==> src/rtl/write_buffer.sv <==
`default_nettype none
// +----------------------------------------------------------------------------+
// | write_buffer : posted-write FIFO between D-cache and memory arbiter         |
// |   Optional read-hit forwarding is enabled by defining WRITE_BUFFER_FWD_EN.  |
// |   Revision: 1.0                                                             |
// +----------------------------------------------------------------------------+
`ifndef MEMORY_WIDTH
`define MEMORY_WIDTH 128
`endif

module write_buffer #(
  parameter int WIDTH       = `MEMORY_WIDTH,
  parameter int DEPTH       = 4,
  parameter int OFFSET_BITS = $clog2(WIDTH/8)
) (
  input  logic             clk,
  input  logic             reset,
  input  logic             c_write_req,
  input  logic [31:0]      c_write_addr,
  input  logic [WIDTH-1:0] c_write_data,
  output logic             c_write_ack,
  input  logic             c_read_req,
  input  logic [31:0]      c_read_addr,
  output logic [WIDTH-1:0] c_read_data,
  output logic             c_read_ack,
  output logic             m_write_req,
  output logic [31:0]      m_write_addr,
  output logic [WIDTH-1:0] m_write_data,
  input  logic             m_write_ack,
  output logic             m_read_req,
  output logic [31:0]      m_read_addr,
  input  logic [WIDTH-1:0] m_read_data,
  input  logic             m_read_ack,
  output logic             empty,
  output logic             full
);

  localparam int PTR_W = $clog2(DEPTH);
  localparam int CNT_W = PTR_W + 1;

  typedef enum logic [0:0] {D_IDLE, D_ISSUE} drain_t;
  typedef enum logic [2:0] {R_IDLE, R_FWD, R_HOLD, R_MEM, R_ACK} read_t;

  logic [31:0]      r_addr [DEPTH];
  logic [WIDTH-1:0] r_data [DEPTH];
  logic [PTR_W-1:0] r_head;
  logic [PTR_W-1:0] r_tail;
  logic [CNT_W-1:0] r_count;
  drain_t           r_dstate;
  read_t            r_rstate;

  logic             r_wr_ack;
  logic             r_mw_req;
  logic [31:0]      r_mw_addr;
  logic [WIDTH-1:0] r_mw_data;
  logic             r_cr_ack;
  logic [WIDTH-1:0] r_cr_data;
  logic             r_mr_req;
  logic [31:0]      r_mr_addr;

  logic             w_wr_hit;
  logic [PTR_W-1:0] w_wr_idx;
  logic             w_rd_hit;
  logic [PTR_W-1:0] w_rd_idx;
  logic [PTR_W-1:0] w_idx;
  logic             w_full;
  logic             w_accept;
  logic             w_push;
  logic             w_pop;
  logic [WIDTH-1:0] w_head_data;

  // Scan oldest to youngest so the last hit found is the youngest match.
  always_comb begin
    w_wr_hit = 1'b0;
    w_wr_idx = '0;
    w_rd_hit = 1'b0;
    w_rd_idx = '0;
    w_idx    = '0;
    for (int i = 0; i < DEPTH; i++) begin
      w_idx = r_head + PTR_W'(i);
      if (CNT_W'(i) < r_count) begin
        if ((r_addr[w_idx][31:OFFSET_BITS] == c_write_addr[31:OFFSET_BITS]) &&
            !((i == 0) && (r_dstate == D_ISSUE))) begin
          w_wr_hit = 1'b1;
          w_wr_idx = w_idx;
        end
        if (r_addr[w_idx][31:OFFSET_BITS] == c_read_addr[31:OFFSET_BITS]) begin
          w_rd_hit = 1'b1;
          w_rd_idx = w_idx;
        end
      end
    end
  end

  assign w_full   = (r_count == CNT_W'(DEPTH));
  assign w_accept = c_write_req & ~r_wr_ack & (w_wr_hit | ~w_full);
  assign w_push   = w_accept & ~w_wr_hit;
  assign w_pop    = (r_dstate == D_ISSUE) & m_write_ack;

  // A coalesce into the head on the same edge the drain launches must not be lost.
  assign w_head_data = (w_accept && w_wr_hit && (w_wr_idx == r_head)) ? c_write_data
                                                                      : r_data[r_head];

  always_ff @(posedge clk) begin
    if (w_push) begin
      r_addr[r_tail] <= c_write_addr;
      r_data[r_tail] <= c_write_data;
    end else if (w_accept) begin
      r_data[w_wr_idx] <= c_write_data;
    end
  end

  always_ff @(posedge clk) begin
    if (reset) begin
      r_head   <= '0;
      r_tail   <= '0;
      r_count  <= '0;
      r_wr_ack <= 1'b0;
    end else begin
      r_wr_ack <= w_accept;
      if (w_push) r_tail <= r_tail + 1'b1;
      if (w_pop)  r_head <= r_head + 1'b1;
      r_count <= r_count + CNT_W'(w_push) - CNT_W'(w_pop);
    end
  end

  always_ff @(posedge clk) begin
    if (reset) begin
      r_dstate  <= D_IDLE;
      r_mw_req  <= 1'b0;
      r_mw_addr <= '0;
      r_mw_data <= '0;
    end else begin
      case (r_dstate)
        D_IDLE: begin
          if (r_count != '0) begin
            r_dstate  <= D_ISSUE;
            r_mw_req  <= 1'b1;
            r_mw_addr <= r_addr[r_head];
            r_mw_data <= w_head_data;
          end
        end
        D_ISSUE: begin
          if (m_write_ack) begin
            r_dstate <= D_IDLE;
            r_mw_req <= 1'b0;
          end
        end
        default: r_dstate <= D_IDLE;
      endcase
    end
  end

  always_ff @(posedge clk) begin
    if (reset) begin
      r_rstate  <= R_IDLE;
      r_cr_ack  <= 1'b0;
      r_cr_data <= '0;
      r_mr_req  <= 1'b0;
      r_mr_addr <= '0;
    end else begin
      r_cr_ack <= 1'b0;
      case (r_rstate)
        R_IDLE: begin
          // The request is still high during the ack pulse; do not restart on it.
          if (c_read_req && !r_cr_ack) begin
            if (w_rd_hit) begin
`ifdef WRITE_BUFFER_FWD_EN
              r_rstate <= R_FWD;
`else
              r_rstate <= R_HOLD;
`endif
            end else begin
              r_rstate  <= R_MEM;
              r_mr_req  <= 1'b1;
              r_mr_addr <= c_read_addr;
            end
          end
        end
`ifdef WRITE_BUFFER_FWD_EN
        R_FWD: begin
          if (w_rd_hit) begin
            r_cr_data <= r_data[w_rd_idx];
            r_cr_ack  <= 1'b1;
            r_rstate  <= R_IDLE;
          end else begin
            r_rstate  <= R_MEM;
            r_mr_req  <= 1'b1;
            r_mr_addr <= c_read_addr;
          end
        end
`endif
        R_HOLD: begin
          if (!w_rd_hit) begin
            r_rstate  <= R_MEM;
            r_mr_req  <= 1'b1;
            r_mr_addr <= c_read_addr;
          end
        end
        R_MEM: begin
          if (m_read_ack) begin
            r_cr_data <= m_read_data;
            r_cr_ack  <= 1'b1;
            r_mr_req  <= 1'b0;
            r_rstate  <= R_ACK;
          end
        end
        R_ACK:   r_rstate <= R_IDLE;
        default: r_rstate <= R_IDLE;
      endcase
    end
  end

  assign c_write_ack  = r_wr_ack;
  assign c_read_ack   = r_cr_ack;
  assign c_read_data  = r_cr_data;
  assign m_write_req  = r_mw_req;
  assign m_write_addr = r_mw_addr;
  assign m_write_data = r_mw_data;
  assign m_read_req   = r_mr_req;
  assign m_read_addr  = r_mr_addr;
  assign empty        = (r_count == '0);
  assign full         = w_full;

endmodule

`default_nettype wire

==> config.mk <==
export PLATFORM = sky130hd
export DESIGN_NAME = write_buffer
export DESIGN_NICKNAME = d
export VERILOG_FILES = /design/src/rtl/write_buffer.sv
export SDC_FILE = /design/constraint.sdc
export NUM_CORES = 1
export LEC_CHECK = 0
export CELL_PAD_IN_SITES_DETAIL_PLACEMENT = 1
export CELL_PAD_IN_SITES_GLOBAL_PLACEMENT = 2
export CORE_MARGIN = 3
export CORE_UTILIZATION = 41
export CTS_CLUSTER_DIAMETER = 30
export DETAILED_ROUTE_END_ITERATION = 10
export PLACE_DENSITY = 0.94
export SYNTH_ARGS = -nofsm -noshare
export SYNTH_HDL_FRONTEND = slang
export SYNTH_SLANG_ARGS = --single-unit
==> constraint.sdc <==
create_clock -name clk -period 30.2 [get_ports clk]
set_clock_uncertainty 0.2 [all_clocks]
set_input_delay 6.04 -clock clk [delete_from_list [all_inputs] [get_ports clk]]
set_output_delay 6.04 -clock clk [all_outputs]
set_load 0.005 [all_outputs]
# Word-level counts from Yosys, hierarchy flattened
# Memory sizes are Yosys's and may differ from the RTL's. A register that Yosys moved wholly into a read port is not among the register bits.
# Cells that the tools add are included.
dict set report classes {
  n_bitwise 11
  order_cmp 4
  eq_ne 17
  n_addsub 6
  n_reduce_logical 17
  n_mux 54
}
# operator count
set ops {}
lappend ops {{two-way mux 128 bit} 2}
lappend ops {{== test 28 bit} 8}
lappend ops {{OR reduction 128 bit} 1}
lappend ops {{two-way mux 32 bit} 2}
lappend ops {{one-hot mux 32 bit (2 select lines)} 1}
lappend ops {{two-way mux 1 bit} 31}
lappend ops {{two-way mux 2 bit} 11}
lappend ops {{!= test 2 bit (second input constant)} 5}
lappend ops {{two-way mux 3 bit} 3}
lappend ops {{one-hot mux 3 bit (3 select lines)} 1}
lappend ops {{AND reduction 2 bit} 4}
lappend ops {{== test 3 x 2 -> 1 bit (second input constant)} 2}
lappend ops {{zero test 3 bit} 2}
lappend ops {{< comparator 1 x 3 -> 1 bit (first input constant)} 2}
lappend ops {{< comparator 2 x 3 -> 1 bit (first input constant)} 2}
lappend ops {{AND reduction 3 bit} 2}
lappend ops {{nonzero test 3 bit} 2}
lappend ops {{AND 1 bit} 5}
lappend ops {{NOT 1 bit} 5}
lappend ops {{adder 2 x 1 -> 2 bit (second input constant)} 2}
lappend ops {{adder 2 bit (second input constant)} 2}
lappend ops {{one-hot mux 1 bit (2 select lines)} 2}
lappend ops {{adder 3 x 1 -> 3 bit} 1}
lappend ops {{== test 3 bit (second input constant)} 1}
lappend ops {{8 further kinds} 10}
dict set report word_totals {
  out_inout_bits 326
  regBits 336
  inputBits 326
  memories 2
  wordCells 125
  mem_bits_rw 640
}
# name depth width read_ports rd_ports_with_merged_regs write_ports line
set memory_table {}
lappend memory_table {r_data 4 128 1 1 1 45} ;# logic [WIDTH-1:0] r_data [DEPTH];
lappend memory_table {r_addr 4 32 4 1 1 44} ;# logic [31:0] r_addr [DEPTH];

# Depth between registers and ports, before layout
# Gate-level depths: netlist of the first run.
dict set report depth {
  ltp_word 17
  depth_mapped 23
  mapped_depth_nobuf 18
}

# Least setup slack after synthesis of the first run
# No wires, ideal clock.
dict set report synth_timing {
  kind {input port to flip-flop}
  from {in c_write_addr[7]}
  to {mem r_data[1][0] in the netlist's numbering (enable)}
  arrival_ns 13.781
  cell_stages 11
  t_required_ns 29.383
  path_buffers 2
  setup_ns 0.617
  slack_ns 15.603
  path_cell_list {clkbuf_1 xnor2_1 nor3_1 a21oi_1 or4_1 or4b_1 buf_2 a21oi_1 a2bb2oi_2 or3b_1 nor2_1}
}
dict set report synth_between {
  elab_chain_cells 17
  word_cells_on_any_way 33
  classes_between {4 x eq/ne; 23 x mux; 4 x bitwise; 2 x reduce/logical}
}
# item line
set synth_lines {}
lappend synth_lines {{start: declaration} 19} ;# input logic [31:0] c_write_addr,
lappend synth_lines {{== test 28 bit} 82} ;# if ((r_addr[w_idx][31:OFFSET_BITS] == c_write_addr[31:OFFSET_BITS]) &&
lappend synth_lines {{logical AND 1 bit} 82}
lappend synth_lines {{two-way mux 1 bit} 82}
lappend synth_lines {{two-way mux 1 bit} 81} ;# if (CNT_W'(i) < r_count) begin
lappend synth_lines {{two-way mux 1 bit} 82}
lappend synth_lines {{two-way mux 1 bit} 81}
lappend synth_lines {{two-way mux 1 bit} 82}
lappend synth_lines {{two-way mux 1 bit} 81}
lappend synth_lines {{two-way mux 1 bit} 82}
lappend synth_lines {{two-way mux 1 bit} 81}
lappend synth_lines {{bitwise OR 1 bit} 96} ;# assign w_accept = c_write_req & ~r_wr_ack & (w_wr_hit | ~w_full);
lappend synth_lines {{AND 1 bit} 96}
lappend synth_lines {{two-way mux 1 bit or AND 1 bit (tied branches)} {108, 97}}
lappend synth_lines {{two-way mux 1 bit} 105} ;# if (w_push) begin
lappend synth_lines {{two-way mux 1 bit (not written as such)} 109} ;# r_data[w_wr_idx] <= c_write_data;
lappend synth_lines {{OR reduction 128 bit (no source line)} n/a}
lappend synth_lines {{two-way mux 2 bit (no source line) or two-way mux 1 bit (tied branches)} n/a}
lappend synth_lines {{end: declaration} 45}
# Parallel ways exist; a longest one is shown, timed or not.

# Final worst setup path of the first run
dict set report layout_timing {
  from {in c_write_addr[15]}
  to {mem r_data[1][16] in the netlist's numbering (enable)}
}
# The elaborated chain is that of the path after synthesis.

==> results_dict.tcl, run 1 <==
set metrics [dict create \
    grt-ovfl-total 0 \
    instances_no_fill 5632 \
    die_w_um 341 \
    die-area_um2 116000 \
    finalInstanceArea_um2 61700 \
    fin_crit_ns 11.38 \
    grt_pass1_vias 34700 \
    yosysSeqAreaShare_pct 64.7 \
    drtIter0Drc 2909 \
    min_period_over_period_pct 37.7 \
    routedWlPerCell_um 29.4 \
    hold_ws_ns 0.248 \
    vias 32000 \
    die_h_um 341 \
    syn_inst 3245 \
    worstMarginPinSlew_ns 1.16 \
    grt_max_degree 142 \
    fmax_mhz 87.8 \
    path_cells "clkdlybuf4s50_1, o22ai_1, nor3_1, a21oi_1, or4_1, or4b_1, a21oi_1, a2bb2oi_2, or3b_1, nor2_4, buf_4, buf_4" \
    pre_cts_slack_ns 18.14 \
    clock-sinks 1106 \
    syn_nets 3580 \
    power_leakage_nw 20.7 \
    ir_drop_mv 0.118 \
    clk_latency_ns 0.83 \
    power.density_nw_per_um2 97.8 \
    drive_above_1_share_pct 19.3 \
    ys_warn_count 0 \
    path_class "in2reg" \
    ant_nets 0 \
    ctsResizeCount 0 \
    tritoncts "done" \
    synth_seq_cells 1106 \
    critical-path-slowest-cell "buf_4" \
    grt_pass1_wl_um 241000 \
    postSynthAreaPerCell_um2 14.2 \
    fin_util_pct 55.6 \
    drt_drc_violations_left 0 \
    ys_types 68 \
    path_clk_slew_ns 0.05 \
    layout_commonest_cell "edfxtp_1" \
    rsz0062_at_grt "no" \
    synth_ff_type "edfxtp_1" \
    gp_congestion 0.970 \
    total_power_mw 6.04 \
    cts_hold_buf 0 \
    fin_nets 4260 \
    placed_cells 5188 \
    hold_viol 0 \
    synthArstFlopShare_pct 0 \
    worst_hold_path_type "reg2reg" \
    setup_viol 0 \
    post-cts-setup-buffer-count 0 \
    drt-vias-per-instance 5.69 \
    cts_buffer_depth 3 \
    syn2layout_area_growth_pct 34.0 \
    syn-cell-area_um2 46100 \
    routed_wl_um 166000 \
    layout_common_cells "edfxtp_1 (768), clkdlybuf4s50_1 (650), nand2_1 (593), dfxtp_1 (333), a21oi_1 (311)" \
    synth-edff-count 768 \
    crit_arrival_ns 11.59 \
    core_area_um2 111000 \
    cts-root-buf "clkbuf_16" \
    startpoint_type "input pin" \
    rows 122 \
    fin_tns_setup_ns 0 \
    numCtsBuffers 223 \
    ioPinCount 652 \
    dpl.hpwl_um 98100 \
    end_kind "flip-flop" \
    htree_num_levels 4 \
    maxCapViolCount 0 \
    antenna_found_initial 23 \
    port_buffers 651 \
    dr.pass1.iters 5 \
    fin_ws_ns 18.82 \
    place_area_um2 53700 \
    slew_headroom_pct 22.9 \
    outcome "finished clean" \
    path_max_fanout 66 \
    grtUsageTotal_pct 27.8 \
    drv_slew 0 \
    initial_utilization_pct 41.5 \
    crit_required_ns 30.40 \
    max_stage_delay_ns 0.91 \
]
-- cells in the mapped netlist (all sizes together), types with 2 or more instances --
cell type / number / area [um2]
a2111oi: 3 / 26.3
a211oi: 3 / 22.5
a21oi: 311 / 1560
a221oi: 8 / 70.1
a222oi: 2 / 20.0
a22oi: 5 / 37.5
a2bb2oi: 2 / 23.8
a311oi: 2 / 17.5
a31oi: 3 / 18.8
and2: 6 / 37.5
buf: 76 / 509
clkbuf: 153 / 574
dfxtp: 338 / 6770
edfxtp: 768 / 23100
ha: 8 / 100
inv: 28 / 105
mux2: 172 / 1940
mux2i: 147 / 1490
mux4: 194 / 4430
nand2: 593 / 2230
nand2b: 8 / 50.1
nand3: 9 / 45.0
nand4: 38 / 238
nor2: 67 / 251
nor2b: 3 / 18.8
nor3: 16 / 85.1
nor4: 15 / 93.8
o2111ai: 5 / 43.8
o211ai: 2 / 15.0
o21ai: 10 / 53.8
o221ai: 2 / 17.5
o22a: 2 / 17.5
o22ai: 15 / 93.8
or4: 6 / 48.8
xnor2: 130 / 1140
xor2: 78 / 683
-- worst max-delay path: cells and delay by family --
family / cells / cell delay (ns)
AO/OA/AOI/OAI: 4 / 0.67
AND/OR/NAND/NOR: 5 / 2.08
buffers and inverters: 3 / 2.63
-- routing by layer --
layer  GRT usage [%]  wire (um)  up-vias
met1            33.8      61500    16300
met2            46.6      81800     1846
met5               0         92        -
li1                -          -    13500
met3            7.45      15000      366
met4            12.1       7220       12
-- cell type report --
cell class | instances | area, um2
Timing Repair Buffer | 684 | 6790
Multi-Input combinational cell | 1882 | 15100
Inverter | 28 | 113
Clock inverter | 161 | 2050
Antenna cell | 18 | 45.0
Fill cell | 10600 | 49400
Sequential cell | 1106 | 29800
Tap cell | 1488 | 1860
Clock buffer | 265 | 5930
-- report_power, final --
group          switching (mW)  internal (mW)
combinational           0.804          0.551
sequential              0.153           1.96
clock                   0.902           1.67
-- kinds of logic after synthesis --
family                   synth area share (%)
multiplexers                             17.0
AO/OA/AOI/OAI                            4.53
flip-flops                               64.7
XOR/XNOR                                 3.95
AND/OR/NAND/NOR                          6.89
adder cells (fa/ha/maj)                 0.261
buffers and inverters                    2.58
-- worst paths after layout --
check / start / to / slack, ns / cells past startpoint
max: c_write_addr[15] / r_data[1][16] / 18.82 / 12
min: c_read_data[75] / c_read_data[75] / 0.25 / 2
max reg2reg: r_head[0] / r_data[1][16] / 22.46 / 12
min reg2reg: c_read_data[75] / c_read_data[75] / 0.25 / 2
Note: power is estimated with default switching activity, not from simulation.
==> inputs of run 2 (changes only) <==
--- a/config.mk
+++ b/config.mk
@@ -8,10 +8,10 @@
 export CELL_PAD_IN_SITES_DETAIL_PLACEMENT = 1
 export CELL_PAD_IN_SITES_GLOBAL_PLACEMENT = 2
 export CORE_MARGIN = 3
-export CORE_UTILIZATION = 41
+export CORE_UTILIZATION = 35
 export CTS_CLUSTER_DIAMETER = 30
 export DETAILED_ROUTE_END_ITERATION = 10
-export PLACE_DENSITY = 0.94
+export PLACE_DENSITY = 0.86
 export SYNTH_ARGS = -nofsm -noshare
 export SYNTH_HDL_FRONTEND = slang
 export SYNTH_SLANG_ARGS = --single-unit
==> constraint.sdc (replaced) <==
create_clock -name clk -period 10.1 [get_ports clk]
set_clock_uncertainty 0.2 [all_clocks]
set_input_delay 2.02 -clock clk [delete_from_list [all_inputs] [get_ports clk]]
set_output_delay 2.02 -clock clk [all_outputs]
set_load 0.005 [all_outputs]
==> run 2 against run 1 <==
Register-to-register slack lost 19 ns; total power grew to 3.0 times the previous value; flip-flop and latch count stayed put; cell area up 1.2%; critical path depth down 1; critical endpoint is now r_data[2][64]; largest power group unchanged; global-route usage fell by 5.4 points; via count decreased by 3.1%; sequential share of layout area is 0.57 points lower; die area increased by 17%; first-iteration DRC count fell by 2.0%.
==> results_dict.tcl, run 2 (same netlist as run 1, synthesis figures left out) <==
set metrics [dict create \
    max_stage_delay_ns 0.89 \
    startpoint_type "input pin" \
    power_leakage_nw 20.9 \
    critical_path.top_delay_family "simple AND/OR/NAND/NOR gates" \
    dpl.hpwl_um 96800 \
    core_area_um2 130000 \
    layout_commonest_cell "edfxtp_1" \
    rows 132 \
    drv_slew 0 \
    fin_nets 4267 \
    port_buffers 651 \
    cts_buffer_depth 3 \
    grt_pass1_wl_um 227000 \
    grt-ovfl-total 0 \
    critical-path-slowest-cell "clkdlybuf4s50_1" \
    rsz0062_at_grt "no" \
    path_max_fanout 23 \
    layout_common_cells "edfxtp_1 (768), clkdlybuf4s50_1 (650), nand2_1 (593), dfxtp_1 (333), a21oi_1 (311)" \
    initial_utilization_pct 35.4 \
    pre_cts_slack_ns 2.45 \
    fin_tns_setup_ns 0 \
    gp_congestion 0.944 \
    hold_start "c_read_data[13]" \
    power.share.sequential_pct 34.4 \
    end_kind "flip-flop" \
    seqCellArea_um2 29800 \
    ioPinCount 652 \
    min_period_over_period_pct 64.9 \
    outcome "finished clean" \
    worstPathBufferInverterCount 3 \
    slew_headroom_pct 18.1 \
    drive_above_1_share_pct 19.4 \
    path_cells "clkdlybuf4s50_1, xnor2_1, nand4_1, or4_1, or4b_1, a21oi_1, o221ai_1, nand2b_1, nor2_4, buf_12, buf_4" \
    worst_hold_path_type "reg2reg" \
    p_switching_mw 5.37 \
    place_area_um2 54100 \
    path_clk_slew_ns 0.05 \
    numCtsBuffers 232 \
    die_w_um 369 \
    hold_viol 0 \
    post-cts-setup-buffer-count 0 \
    worstMarginPinSlew_ns 1.22 \
    hold_depth 2 \
    p_comb_share_pct 21.9 \
    drt_drc_violations_left 0 \
    die_h_um 369 \
    path_class "in2reg" \
    r2r-end "r_data[2][64]" \
    clkPwrFrac_pct 43.7 \
    antenna_found_initial 26 \
    maxCapViolCount 0 \
    cts_hold_buf 0 \
    whs_endpoint "c_read_data[13]" \
    syn2layout_area_growth_pct 35.6 \
    tritoncts "done" \
    dr.pass1.iters 5 \
    rr_worst_depth 13 \
    finalInstanceArea_um2 62500 \
    grt_pass1_vias 33000 \
    drt-vias-per-instance 5.26 \
    fin_ws_ns 3.55 \
    ctsResizeCount 0 \
    crit_required_ns 10.38 \
    drtIter0Drc 2852 \
    setup_viol 0 \
    fill_cells 12900 \
    crit_start "c_write_addr[18]" \
    crit_arrival_ns 6.84 \
    routedWlPerCell_um 26.5 \
    ant_nets 0 \
    die-area_um2 136000 \
    clk_latency_ns 0.83 \
    intPower_mw 12.8 \
    htree_num_levels 4 \
    cts-root-buf "clkbuf_16" \
    multi_input_area_um2 15100 \
    fin_crit_ns 6.55 \
    vias 31000 \
    switching_share_pct 29.6 \
    ir_drop_mv 0.221 \
    clock-sinks 1106 \
    rr_startpoint "r_head[1]" \
    routed_wl_um 156000 \
    grtUsageTotal_pct 22.5 \
    r2r_slack_ns 3.69 \
    power.density_nw_per_um2 290 \
    grt_max_degree 128 \
    fmax_mhz 153 \
]
## run 2: cell types whose count changed in the layout (fill, tap and decap cells not counted), moves of 5 or more
cell / previous run / this run
clkinvlp_4: 34 / 23
buf_12: 2 / 7
clkinv_4: 14 / 20
buf_4: 31 / 24
clkbuf_16: 224 / 237
clkbuf_8: 17 / 23
clkbuf_1: 24 / 33
## run 2: layer usage
| layer | vias to the layer above | track usage, % | wire (um) |
|---|---|---|---|
| met3 | 262 | 6.76 | 13600 |
| met1 | 15900 | 27.9 | 61500 |
| li1 | 13500 | - | - |
| met2 | 1358 | 37.1 | 76300 |
| met5 | - | 0 | 94 |
| met4 | 14 | 7.99 | 4430 |
## run 2: final cells by class
cell class | instances | share of cell area (%)
Antenna cell | 14 | 0.0561
Clock buffer | 293 | 10.2
Inverter | 28 | 0.180
Timing Repair Buffer | 682 | 10.9
Clock inverter | 147 | 3.19
Sequential cell | 1106 | 47.8
Tap cell | 1742 | 3.49
Multi-Input combinational cell | 1882 | 24.2
## run 2: worst register-to-register path, cell delays in order, from the launching register on
cell       delay, ns
dfxtp_4         0.50
buf_4           0.66
buf_4           0.77
mux4_1          0.50
xnor2_1         0.18
o2111ai_1       0.12
or4_1           0.47
or4b_1          0.72
a21oi_1         0.30
o221ai_1        0.16
nand2b_1        0.27
nor2_4          0.53
buf_12          0.27
buf_4           0.44
## run 2: per-stage QoR
| stage | utilization, % | instances | hold slack (ns) | total power, mW |
|---|---|---|---|---|
| 2_1_floorplan | - | 3245 | 0.234 | 8.41 |
| 3_3_place_gp | 41.5 | 5439 | 0.241 | 10.1 |
| 3_5_place_dp | 41.5 | 5439 | 0.246 | 10.2 |
| 4_1_cts | 48.0 | 5879 | 0.251 | 18.3 |
| 5_1_grt | 48.0 | 5887 | 0.264 | 18.9 |
| 6_report | 48.0 | 5894 | 0.247 | 18.1 |
## run 2: how the worst max path moves through the flow
stage / end / depth (start not counted)
2_1_floorplan: r_data[1][0] / 11
3_3_place_gp: r_data[2][65] / 10
3_5_place_dp: r_data[2][64] / 10
4_1_cts: r_data[2][64] / 12
5_1_grt: r_data[2][64] / 13
6_report: r_data[2][64] / 11
## run 2: power by group through the flow
stage | sequential, mW | clock (mW) | combinational (mW)
2_1_floorplan | 6.21 | 0 | 2.20
3_3_place_gp | 6.21 | 0 | 3.87
3_5_place_dp | 6.27 | 0 | 3.92
4_1_cts | 6.25 | 8.05 | 4.02
5_1_grt | 6.33 | 8.32 | 4.25
6_report | 6.24 | 7.93 | 3.97
